$ cat config.mk
export PLATFORM = sky130hd
export DESIGN_NAME = fetch_unit
export DESIGN_NICKNAME = d
export VERILOG_FILES = /design/src/rtl/fetch_pkg.sv /design/src/rtl/fetch_queue.sv /design/src/rtl/fetch_unit.sv
export SDC_FILE = /design/constraint.sdc
export NUM_CORES = 1
export LEC_CHECK = 0
export CAP_MARGIN = 20
export CORE_UTILIZATION = 30
export CTS_CLUSTER_SIZE = 14
export DETAILED_ROUTE_END_ITERATION = 6
export DONT_BUFFER_PORTS = 1
export HOLD_SLACK_MARGIN = 0.06
export PLACE_DENSITY = 0.46
export SLEW_MARGIN = 20
export SYNTH_ARGS = -nofsm -noshare
export SYNTH_HDL_FRONTEND = slang
export SYNTH_HIERARCHICAL = 1
export SYNTH_SLANG_ARGS = --single-unit
$ cat constraint.sdc
create_clock -name clk -period 4.5 [get_ports clk]
set_clock_uncertainty 0.1 [all_clocks]
set_input_delay 0.9 -clock clk [delete_from_list [all_inputs] [get_ports clk]]
set_output_delay 0.9 -clock clk [all_outputs]
set_load 0.005 [all_outputs]
$ cat src/rtl/fetch_pkg.sv
// Shared definitions for the instruction fetch unit: FSM states, default
// parameters and the layout of one instruction queue entry.
package fetch_pkg;

  typedef enum logic [1:0] {
    IDLE  = 2'd0,
    RUN   = 2'd1,
    STALL = 2'd2
  } fetch_state_e;

  localparam logic [15:0] RESET_PC_DEFAULT = 16'h0000;
  localparam int          DEPTH_DEFAULT    = 4;

  // One queue entry is {pc[15:0], word[31:0]}.
  localparam int ENTRY_W = 48;

  // Assemble a queue entry so that word[7:0] is the byte at the entry pc.
  function automatic logic [ENTRY_W-1:0] make_entry(
    input logic [15:0] pc,
    input logic [7:0]  b0,
    input logic [7:0]  b1,
    input logic [7:0]  b2,
    input logic [7:0]  b3
  );
    return {pc, b3, b2, b1, b0};
  endfunction

endpackage

$ cat src/rtl/fetch_queue.sv
// Synchronous instruction FIFO with push, pop and flush. The head output
// holds the last presented entry once the queue runs empty.
module fetch_queue
  import fetch_pkg::*;
#(
  parameter int DEPTH = DEPTH_DEFAULT
) (
  input  logic                   clk_i,
  input  logic                   rst_i,
  input  logic                   push_i,
  input  logic                   pop_i,
  input  logic                   flush_i,
  input  logic [ENTRY_W-1:0]     data_i,
  output logic [ENTRY_W-1:0]     head_o,
  output logic                   valid_o,
  output logic [$clog2(DEPTH):0] count_o
);

  localparam int PW = $clog2(DEPTH);
  localparam int CW = PW + 1;
  localparam logic [CW-1:0] FULL = CW'(DEPTH);

  logic [ENTRY_W-1:0] mem_q [DEPTH];
  logic [PW-1:0]      rd_q, rd_d;
  logic [PW-1:0]      wr_q, wr_d;
  logic [CW-1:0]      count_q, count_d;
  logic [ENTRY_W-1:0] last_q;
  logic               pop_ok;
  logic               push_ok;

  assign pop_ok  = pop_i && (count_q != '0);
  assign push_ok = push_i && ((count_q != FULL) || pop_ok);

  // Pointer and occupancy update; flush wins over any push or pop.
  always_comb begin
    rd_d    = rd_q;
    wr_d    = wr_q;
    count_d = count_q;
    if (flush_i) begin
      rd_d    = '0;
      wr_d    = '0;
      count_d = '0;
    end else begin
      if (pop_ok) begin
        rd_d = rd_q + 1'b1;
      end
      if (push_ok) begin
        wr_d = wr_q + 1'b1;
      end
      case ({push_ok, pop_ok})
        2'b10:   count_d = count_q + 1'b1;
        2'b01:   count_d = count_q - 1'b1;
        default: count_d = count_q;
      endcase
    end
  end

  // Pointer/count registers, plus a copy of the head so it can be held when empty.
  always_ff @(posedge clk_i or posedge rst_i) begin
    if (rst_i) begin
      rd_q    <= '0;
      wr_q    <= '0;
      count_q <= '0;
      last_q  <= '0;
    end else begin
      rd_q    <= rd_d;
      wr_q    <= wr_d;
      count_q <= count_d;
      if (count_q != '0) begin
        last_q <= mem_q[rd_q];
      end
    end
  end

  // Entry storage; contents need no reset because count gates visibility.
  always_ff @(posedge clk_i) begin
    if (push_ok && !flush_i) begin
      mem_q[wr_q] <= data_i;
    end
  end

  assign valid_o = (count_q != '0);
  assign head_o  = valid_o ? mem_q[rd_q] : last_q;
  assign count_o = count_q;

endmodule

$ cat src/rtl/fetch_unit.sv
// Instruction fetch unit: issues word fetches through the shared LSU port,
// captures the registered response one cycle later and queues it for decode.
module fetch_unit
  import fetch_pkg::*;
#(
  parameter logic [15:0] RESET_PC = RESET_PC_DEFAULT,
  parameter int          DEPTH    = DEPTH_DEFAULT
) (
  input  logic        clk,
  input  logic        rst,
  input  logic        fetch_en,
  input  logic        lsu_busy,
  output logic [15:0] mem_a,
  output logic        mem_re,
  input  logic [7:0]  mem_q0,
  input  logic [7:0]  mem_q1,
  input  logic [7:0]  mem_q2,
  input  logic [7:0]  mem_q3,
  input  logic        redirect,
  input  logic [15:0] redirect_pc,
  output logic [31:0] instr,
  output logic [15:0] instr_pc,
  output logic        instr_valid,
  input  logic        instr_ready,
  output logic [1:0]  fetch_state
);

  localparam int CW = $clog2(DEPTH) + 1;
  localparam logic [CW:0] DEPTH_L = (CW+1)'(DEPTH);

  fetch_state_e       state_q, state_d;
  logic [15:0]        pc_q, pc_d;
  logic               pend_q, pend_d;
  logic [15:0]        pend_pc_q, pend_pc_d;
  logic               issue;
  logic [CW-1:0]      count;
  logic [CW:0]        occupancy;
  logic [ENTRY_W-1:0] head;
  logic               q_valid;

  // The in-flight response reserves a slot so a push can never overflow.
  assign occupancy = {1'b0, count} + {{CW{1'b0}}, pend_q};
  assign issue     = (state_q == RUN) && !lsu_busy && !redirect && (occupancy < DEPTH_L);

  // Next-state logic; dropping fetch_en returns to IDLE from anywhere.
  always_comb begin
    state_d = state_q;
    if (!fetch_en) begin
      state_d = IDLE;
    end else begin
      unique case (state_q)
        IDLE:    state_d = RUN;
        RUN:     state_d = lsu_busy ? STALL : RUN;
        STALL:   state_d = lsu_busy ? STALL : RUN;
        default: state_d = IDLE;
      endcase
    end
  end

  // PC and pending-response tracking; a redirect discards the pending response.
  always_comb begin
    pc_d      = pc_q;
    pend_d    = issue;
    pend_pc_d = pend_pc_q;
    if (redirect) begin
      pc_d   = redirect_pc;
      pend_d = 1'b0;
    end else if (issue) begin
      pc_d      = pc_q + 16'd4;
      pend_pc_d = pc_q;
    end
  end

  // State, PC and pending-slot registers.
  always_ff @(posedge clk or posedge rst) begin
    if (rst) begin
      state_q   <= IDLE;
      pc_q      <= RESET_PC;
      pend_q    <= 1'b0;
      pend_pc_q <= 16'h0000;
    end else begin
      state_q   <= state_d;
      pc_q      <= pc_d;
      pend_q    <= pend_d;
      pend_pc_q <= pend_pc_d;
    end
  end

  fetch_queue #(
    .DEPTH(DEPTH)
  ) u_queue (
    .clk_i   (clk),
    .rst_i   (rst),
    .push_i  (pend_q && !redirect),
    .pop_i   (instr_ready),
    .flush_i (redirect),
    .data_i  (make_entry(pend_pc_q, mem_q0, mem_q1, mem_q2, mem_q3)),
    .head_o  (head),
    .valid_o (q_valid),
    .count_o (count)
  );

  assign mem_a       = pc_q;
  assign mem_re      = issue;
  assign instr       = head[31:0];
  assign instr_pc    = head[47:32];
  assign instr_valid = q_valid;
  assign fetch_state = state_q;

endmodule

Word-level counts from Yosys, hierarchy flattened
Memories as Yosys holds them, arrays and structs flattened.
Index checks and enable logic that the tools add are counted.
W data, S select, Z words.

word-level totals
  bits in registers = 90
  RAM bits = 192
  bits of input ports = 54
  memories kept = 1

memories
  name           words  width  read ports  clocked after memory_dff  wr ports  RTL line           RTL
  u_queue.mem_q  4      48     1           0                         1         fetch_queue.sv:23  logic [ENTRY_W-1:0] mem_q [DEPTH];

cells by class
  $add $sub $neg = 6
  order comparisons = 1
  equality and inequality tests = 5
  muxes and demuxes = 15
  bitwise logic cells = 1
  reduce and logical (&&, ||, !) cells = 18

operators by type and width
  cell                     count
  $mux W48                 1
  $mux W16                 2
  $add A16 B3 Y16 const B  1
  $mux W2                  6
  $logic_and A1 B1 Y1      7
  $pmux W3 S2              1
  $reduce_bool A2 Y1       3
  $reduce_bool A3 Y1       2
  $add A2 B1 Y2 const B    2
  $add A3 B1 Y4            1
  $eq A2 B1 Y1 const B     2
  $eq A2 B2 Y1 const B     2
  $lt A4 B3 Y1 const B     1
  $pmux W2 S2              1
  $add A3 B1 Y3 const B    1
  $mux W1                  3
  $mux W3                  1
  $ne A3 B3 Y1 const B     1
  $sub A3 B1 Y3 const B    1
  $logic_not A1 Y1         2
  $logic_not A2 Y1         1
  $reduce_and A2 Y1        1
  $reduce_or A2 Y1         1
  $logic_or A1 B1 Y1       1
  $not A1 Y1               1

Longest topological paths before layout
Gate-level depths: netlist (run 1).

  depth after elaboration = 7
  depth in mapped cells = 10
  mapped depth without buffers = 7

By module
Netlist (run 1), hierarchy kept.

modules (own cells, without submodules)
  module       times used  cells each  area an instance (µm²)  sequential area each (µm²)
  fetch_queue  1           416         9265.1                  7141.8
  fetch_unit   1           179         1735.4                  875.8

Worst setup path after synthesis (run 1)
OpenSTA, ideal clock, no wires.

  path type = input-to-reg
  from = input port redirect
  to = memory u_queue.mem_q[0][0], enable pin
  data arrival time = 3.007 ns
  data required time = 3.990 ns
  path slack = 0.983 ns
  stages = 7
  buffers on the path = 3
  path through = buf_6 > clkbuf_1 > nor2b_1 > buf_2 > inv_1 > nor3_1 > and2_1

on the way
  word-level cells in the longest chain between the ends = 6

RTL lines
  element                          RTL line                             RTL
  start: declaration               fetch_unit.sv:19                     input logic redirect,
  $logic_not A1 Y1 *               fetch_queue.sv:77, fetch_unit.sv:94
  $logic_and A1 B1 Y1              fetch_unit.sv:94                     .push_i (pend_q && !redirect),
  $logic_and A1 B1 Y1              fetch_queue.sv:32                    assign push_ok = push_i && ((count_q != FULL) || pop_ok);
  $logic_and A1 B1 Y1 *            fetch_queue.sv:77                    if (push_ok && !flush_i) begin
  $mux W1 *                        fetch_queue.sv:77
  $mux W1 (not written as such) *  fetch_queue.sv:78                    mem_q[wr_q] <= data_i;
  end: declaration                 fetch_queue.sv:23

Mark *: on every way between the ends. The rest lies on a longest branch, timed or not.

Worst setup path in the final report (run 1)
  from = register u_queue.rd_q[0]
  to = output port instr[10]

on the way
  word-level cells in the longest chain between the ends = 2

RTL lines
  element                   RTL line           RTL
  start: declaration        fetch_queue.sv:24  logic [PW-1:0] rd_q, rd_d;
  start signal: assignment  fetch_queue.sv:66  rd_q <= rd_d;
  $mem_v2 Z4 W48            -
  $mux W48                  fetch_queue.sv:83  assign head_o = valid_o ? mem_q[rd_q] : last_q;
  end: declaration          fetch_unit.sv:21   output logic [31:0] instr,

Every way passes these cells.

==> reports/summary.txt, run 1 <==
status -> finished with violations
violated checks -> DRC
Tcrit/Tclk final -> 81.3%
htree depth -> 2
Post-Synth Simple-Gate Area -> 5.43%
CP Capture Type -> output port
Top Metal Used -> met4
FF-to-FF path depth -> 8
multi-input logic area -> 2750 um^2
Die ar. -> 37400 um^2
Mapped Cells -> 595
Avg Inst Size Synth -> 18.5 um^2
post-route cell area -> 12700 um^2
wire per inst -> 21.0 um
Sw Share -> 22.6%
Critical Path RT -> 3500 ps
Antenna Cells -> 0
Setup CP Type -> flip-flop to output port
WL met3 -> 1.98 mm
register area -> 8020 um^2
max cap viols -> 0
initial antenna violation count -> 0
worst-path maximum fanout -> 35
Reg clk slew, reported paths -> 60 ps
Final Setup Violations -> 0
Clk pwr share -> 42.3%
internal power -> 4.98 mW
Worst Max-Slew Pin Slew -> 772 ps
max frequency -> 0.273 GHz
area growth from synthesis to layout -> 15.1%
crit path launch type -> flip-flop
Die Wd -> 193 um
PwrDens -> 508 nW/um^2
DR vias/cell -> 4.82
Routed met2 length -> 10.8 mm
Worst EP arrival -> 2660 ps
Synth top cells by count -> 192 x edfxtp_1, 90 x dfrtp_1, 51 x nand2_1, 50 x mux2_2, 48 x mux4_2
share of the synthesized area in the top cell type -> 52.4%
largest net degree at the start of global routing -> 49
Synth area leaders -> edfxtp_1 52%, dfrtp_1 20%, mux4_2 9.8%
first-pass GRT wire length -> 36.1 mm
CTS tree -> built
TritonCTS Buffers -> 34
CTS Hold Buffers Added -> 0
Area after DPL -> 11500 um^2
post-DP HPWL -> 14.8 mm
largest family of logic cells by synthesized area -> multiplexers
M1 wire length -> 10.0 mm
clk_lat worst skew -> 510 ps
routability cong. -> 0.790
final-stage net count -> 679
port bufs -> 0
sequential power share -> 50.4%
Yosys Warn Count -> 6
number of synthesized flops with an enable pin -> 192
Post-Synth Adder-Cell Area -> 1.09%
Routed Antenna Nets -> 0
DR vias -> 5307
maximum VDD drop -> 0.000225 V
initial core utilization -> 30.7%
combinational group share of total power -> 7.3%
Non-Filler Instances -> 1102
1st-iter DRT viols -> 309
sequential area share after synthesis -> 72.9%
cell type with the highest aggregate area in the netlist -> edfxtp_1
FILL cells -> 3319
Post-Synth XOR/XNOR Area -> 0.398%
Bufs on Longest Clock Path -> 3
Compound-Gate Fraction of Synth Area -> 2.66%
# rows -> 69
CTS sink cnt -> 282
CTS root buf -> clkbuf_16
Core Footprint -> 35800 um^2
die height -> 193 um
Distinct cells, synth -> 54
# Post-CTS Setup Buffers -> 0
Seq cells post-synth -> 282
max-slew violations -> 0
Final Hold Viols -> 0
final setup TNS -> 0 ps
count leader, synth -> edfxtp_1
total grt overflow -> 0
Relative slew margins -> 48.5%
Main synth FF type -> edfxtp_1
Syn Nets -> 658
total wire length -> 23.1 mm
leak pwr -> 4.45 nW
RSZ-0062 raised after global routing -> false
min-delay worst type -> primary input to async pin
mux contribution to synthesized area -> 15.3%
DRC Markers -> 11
number of global-route vias before repair -> 5772
Fin Hold WS -> 112 ps
I/O pin cnt -> 122
ys async rst share -> 31.9%
1st-pass router iterations -> 6
share of cells above drive strength 1 -> 27.6%
Post-Syn Area -> 11000 um^2
Placed Cells incl. Taps -> 1041
Period minus WS final -> 3660 ps
GRT Total Usage -> 12.6%
Sw Pwr -> 1.45 mW
post-cts gate resize count -> 0
## stage by stage
stage	total power [mW]	utilization (%)	setup slack (ps)
finish	6.43	35.4	843
detailed placement	3.78	32.2	1100
floorplan	3.60	-	983
global placement	3.76	32.2	1140
global route	6.72	35.4	674
CTS	6.55	35.4	765
## power groups by stage
| stage | Combinational, mW | Clock, mW | Sequential, mW |
|---|---|---|---|
| after floorplan | 0.379 | 0 | 3.22 |
| after global routing | 0.529 | 2.92 | 3.27 |
| after CTS | 0.490 | 2.81 | 3.24 |
| after detailed placement | 0.485 | 0 | 3.29 |
| after global placement | 0.480 | 0 | 3.28 |
| final | 0.471 | 2.72 | 3.24 |
## state kept, by name, indices dropped and copies added, names as in the netlist
| register | cells |
|---|---|
| pend_pc_q | 16 |
| u_queue/wr_q | 2 |
| u_queue/count_o | 3 |
| mem_a | 16 |
| u_queue/rd_q | 2 |
| u_queue/mem_q | 192 |
| u_queue/last_q | 48 |
| pend_q | 1 |
| fetch_state | 2 |
## worst max-delay path: stages (launching register included)
cell     delay [ps]
dfrtp_4         900
buf_4           380
mux4_2          540
mux2_2          300
## final cells by class
class | instances | share of cell area, %
tap | 461 | 4.55
clock inverter | 17 | 1.63
clock buffer | 44 | 7.26
timing repair buffer | 14 | 1.03
sequential | 282 | 63.3
multi-input combinational | 268 | 21.7
inverter | 16 | 0.484
## kinds of logic after synthesis
| logic type | Yosys count |
|---|---|
| compound gates | 42 |
| buf+inv | 45 |
| xor+xnor | 5 |
| fa+ha+maj | 9 |
| mux | 102 |
| simple gates | 110 |
| flops | 282 |
## final timing paths
kind / slack [ps] / from / end
min in group clk: 350 / redirect / u_queue/rd_q[1]$_DFFE_PP0P_
max in group asynchronous: 3220 / rst / u_queue/rd_q[0]$_DFFE_PP0P_
worst min-delay path: 110 / rst / u_queue/last_q[40]$_DFF_PP0_
worst max-delay path: 840 / u_queue/rd_q[0]$_DFFE_PP0P_ / instr[10]
worst min register to register: 410 / u_queue/last_q[44]$_DFF_PP0_ / u_queue/last_q[44]$_DFF_PP0_
worst max register to register: 1530 / u_queue/count_o[2]$_DFFE_PP0P_ / u_queue/count_o[2]$_DFFE_PP0P_
## cells in the final DEF (no fill, tap or decap), types with 5 or more instances in the layout
cell,count
a21oi_1,9
and3_1,5
buf_4,12
clkbuf_1,8
clkbuf_16,35
clkinv_1,6
dfrtp_1,88
edfxtp_1,192
ha_1,8
inv_1,13
mux2_2,50
mux4_2,48
nand2_1,51
nand3_1,9
nand4_1,5
nor2_1,8
o21ai_0,8
## metal layers
layer	vias to the layer above	GRT usage (%)
li1	2349	-
met1	2761	16.7
met2	171	19.6
met3	26	4.55
met4	0	3.05
met5	-	0
Power figures use the tool's default switching activity.
==> run 2: changes to the inputs <==
--- a/config.mk
+++ b/config.mk
@@ -11,7 +11,7 @@
 export DETAILED_ROUTE_END_ITERATION = 6
 export DONT_BUFFER_PORTS = 1
 export HOLD_SLACK_MARGIN = 0.06
-export PLACE_DENSITY = 0.46
+export PLACE_DENSITY = 0.47
 export SLEW_MARGIN = 20
 export SYNTH_ARGS = -nofsm -noshare
 export SYNTH_HDL_FRONTEND = slang
==> constraint.sdc (replaced) <==
create_clock -name clk -period 3.2 [get_ports clk]
set_clock_uncertainty 0.1 [all_clocks]
set_input_delay 0.64 -clock clk [delete_from_list [all_inputs] [get_ports clk]]
set_output_delay 0.64 -clock clk [all_outputs]
set_load 0.005 [all_outputs]
==> run 2 against run 1 <==
  * The flow still finishes with violations (DRC)
  * Final area grew 3.4%
  * Final cell count grew 3.4%
  * Non-clock buffer count grew 40
  * Wire length grew 0.42%
  * Clock power grew 35%
  * Setup slack lost 680 ps
  * Global-route usage is essentially flat
  * Count of clock-buffer cells in the layout shrank 8
  * Power grew 39%
==> reports/summary.txt, run 2 (synthesis results as in run 1) <==
worst-path maximum fanout -> 48 (+37%)
routability cong. -> 0.764 (-3.3%)
total grt overflow -> 0 (unchanged)
final-stage net count -> 716 (+5.4%)
Core Footprint -> 35800 um^2 (unchanged)
share of cells above drive strength 1 -> 27.4% (-0.18 points)
PwrDens -> 681 nW/um^2 (+34%)
delay-heaviest family, CP -> flip-flops
Critical Path RT -> 2460 ps (-1040 ps)
Die ar. -> 37400 um^2 (unchanged)
1st-iter DRT viols -> 321 (+3.9%)
Buf+Inv Stages, Crit Path -> 1 (unchanged)
Relative slew margins -> 51.9% (+3.4 points)
post-DP HPWL -> 14.3 mm (-3.3%)
crit path launch type -> flip-flop
CTS tree -> built
leading cell types in the layout, fill and taps excluded -> 192 x edfxtp_1, 88 x dfrtp_1, 51 x nand2_1, 50 x mux2_2, 48 x mux4_2
Final Hold Viols -> 0 (unchanged)
CP max stage delay -> 520 ps (-380 ps)
Routed Antenna Nets -> 0 (unchanged)
number of global-route vias before repair -> 6133 (+6.3%)
Setup CP Type -> flip-flop to output port
DR vias/cell -> 4.85 (+0.65%)
port bufs -> 0 (unchanged)
Reg clk slew, reported paths -> 60 ps (about the same)
min-delay worst type -> primary input to flip-flop
max-slew violations -> 0 (unchanged)
Biggest register -> u_queue/mem_q
wire per inst -> 20.4 um (-2.8%)
CTS sink cnt -> 282 (unchanged)
Worst EP arrival -> 2300 ps (-360 ps)
clk_lat worst skew -> 550 ps (+40 ps)
register area -> 8020 um^2 (unchanged)
1st-pass router iterations -> 7 (+1)
max frequency -> 0.329 GHz
Antenna Cells -> 0 (unchanged)
# rows -> 69 (unchanged)
largest net degree at the start of global routing -> 49 (unchanged)
die height -> 193 um (unchanged)
max reg flops -> 192 (unchanged)
initial antenna violation count -> 0 (unchanged)
Non-Filler Instances -> 1139 (+3.4%)
CP Capture Type -> output port
multi-input logic area -> 2750 um^2 (unchanged)
area growth from synthesis to layout -> 19.0%
status -> finished with violations
GRT Total Usage -> 12.6% (+0.045 points)
FILL cells -> 3295 (-0.72%)
DRC Markers -> 9 (-2)
Worst Max-Slew Pin Slew -> 722 ps (-50.4 ps)
met2 Use GR -> 20.8% (+1.2 points)
met3 global-route usage -> 3.54% (-1.0 points)
DR vias -> 5521 (+4.0%)
max cap viols -> 0 (unchanged)
commonest non-fill, non-tap cell in the layout -> edfxtp_1
CP Cell Sequence -> nor3_4, buf_6, mux2_2
leak pwr -> 4.62 nW (+3.9%)
final setup TNS -> 0 ps (unchanged)
initial core utilization -> 30.7% (unchanged)
total wire length -> 23.2 mm (+0.42%)
CTS root buf -> clkbuf_16
RSZ-0062 raised after global routing -> false
first-pass GRT wire length -> 36.5 mm (+1.1%)
Critical-path top delay cell -> dfrtp_1
GR Layer Usage met1 -> 16.4% (-0.38 points)
Die Wd -> 193 um (unchanged)
Tcrit/Tclk final -> 94.9%
maximum VDD drop -> 0.000429 V (+90%)
GRT Max-Usage Layer -> met2
biggest regs -> u_queue/mem_q x192, u_queue/last_q x48
TritonCTS Buffers -> 31 (-8.8%)
Placed Cells incl. Taps -> 1045 (+0.38%)
htree depth -> 1 (-1)
Final Setup Violations -> 0 (unchanged)
Period minus WS final -> 3040 ps
I/O pin cnt -> 122 (unchanged)
Bufs on Longest Clock Path -> 3 (unchanged)
violated checks -> DRC
run 2: cell count changes in the layout (fill, tap and decap cells not counted), sizes merged:
cell	previous run	this run
bufinv	4	5
buf	14	19
clkinvlp	1	3
dlygate4sd3	0	35
inv	15	18
clkinv	13	12
clkbuf	44	36
run 2: repair_timing:
| item | CTS | global route |
|---|---|---|
| resized for setup | 1 | 0 |
| setup buffers | 1 | 0 |
| hold buffers | 34 | 1 |
| hold endpoints to repair | 171 | 44 |
| setup endpoints to repair | 48 | 0 |
run 2: power by group:
| group | switching [mW] | internal, mW | total, mW |
|---|---|---|---|
| Combinational | 0.364 | 0.326 | 0.689 |
| Clock | 1.45 | 2.23 | 3.68 |
| Sequential | 0.209 | 4.34 | 4.55 |
| Total | 2.02 | 6.89 | 8.92 |
run 2: layout make-up:
class,count,share of cell area (%)
clock inverters,22,1.92
flip-flops and latches,282,61.3
inverters,16,0.478
repair buffers,54,4.71
clock buffers,36,6.22
multi-input cells,268,21.0
well taps,461,4.41
run 2: worst register-to-register path, cell delays in order, from the launching register on:
cell     delay [ps]
dfrtp_1         520
nor3_4          280
inv_2            90
and3_1          200
fa_1            370
or3b_1          400
or3_1           330
a31oi_1         190
run 2: worst paths after layout:
kind	from	end	slack [ps]	cells past startpoint
min	redirect	mem_a[2]$_DFFE_PP0P_	110	2
min in group asynchronous	rst	mem_a[12]$_DFFE_PP0P_	520	3
max	u_queue/count_o[2]$_DFFE_PP0P_	instr[13]	160	3
max reg2reg	u_queue/count_o[2]$_DFFE_PP0P_	u_queue/count_o[2]$_DFFE_PP0P_	630	7
max in group asynchronous	rst	u_queue/last_q[20]$_DFF_PP0_	1780	3
min reg2reg	u_queue/last_q[36]$_DFF_PP0_	u_queue/last_q[36]$_DFF_PP0_	410	1
run 2: routing by layer:
| metal | wire length [um] | share of wire, % | up-vias |
|---|---|---|---|
| li1 | - | - | 2432 |
| met1 | 9940 | 43 | 2860 |
| met2 | 11100 | 48 | 182 |
| met3 | 1590 | 6.8 | 47 |
| met4 | 620 | 2.7 | 0 |
| met5 | 0 | 0 | - |
run 2: through the flow:
step,hold WS [ps],util [%],worst slack [ps],power [mW],area (um^2)
finish,112,36.5,163,8.92,13100
global route,91.6,36.5,20.9,9.30,13100
CTS,80.2,36.5,101,9.06,13100
detailed placement,402,32.5,557,5.27,11700
global placement,394,32.5,588,5.23,11700
floorplan,376,-,379,5.07,11000
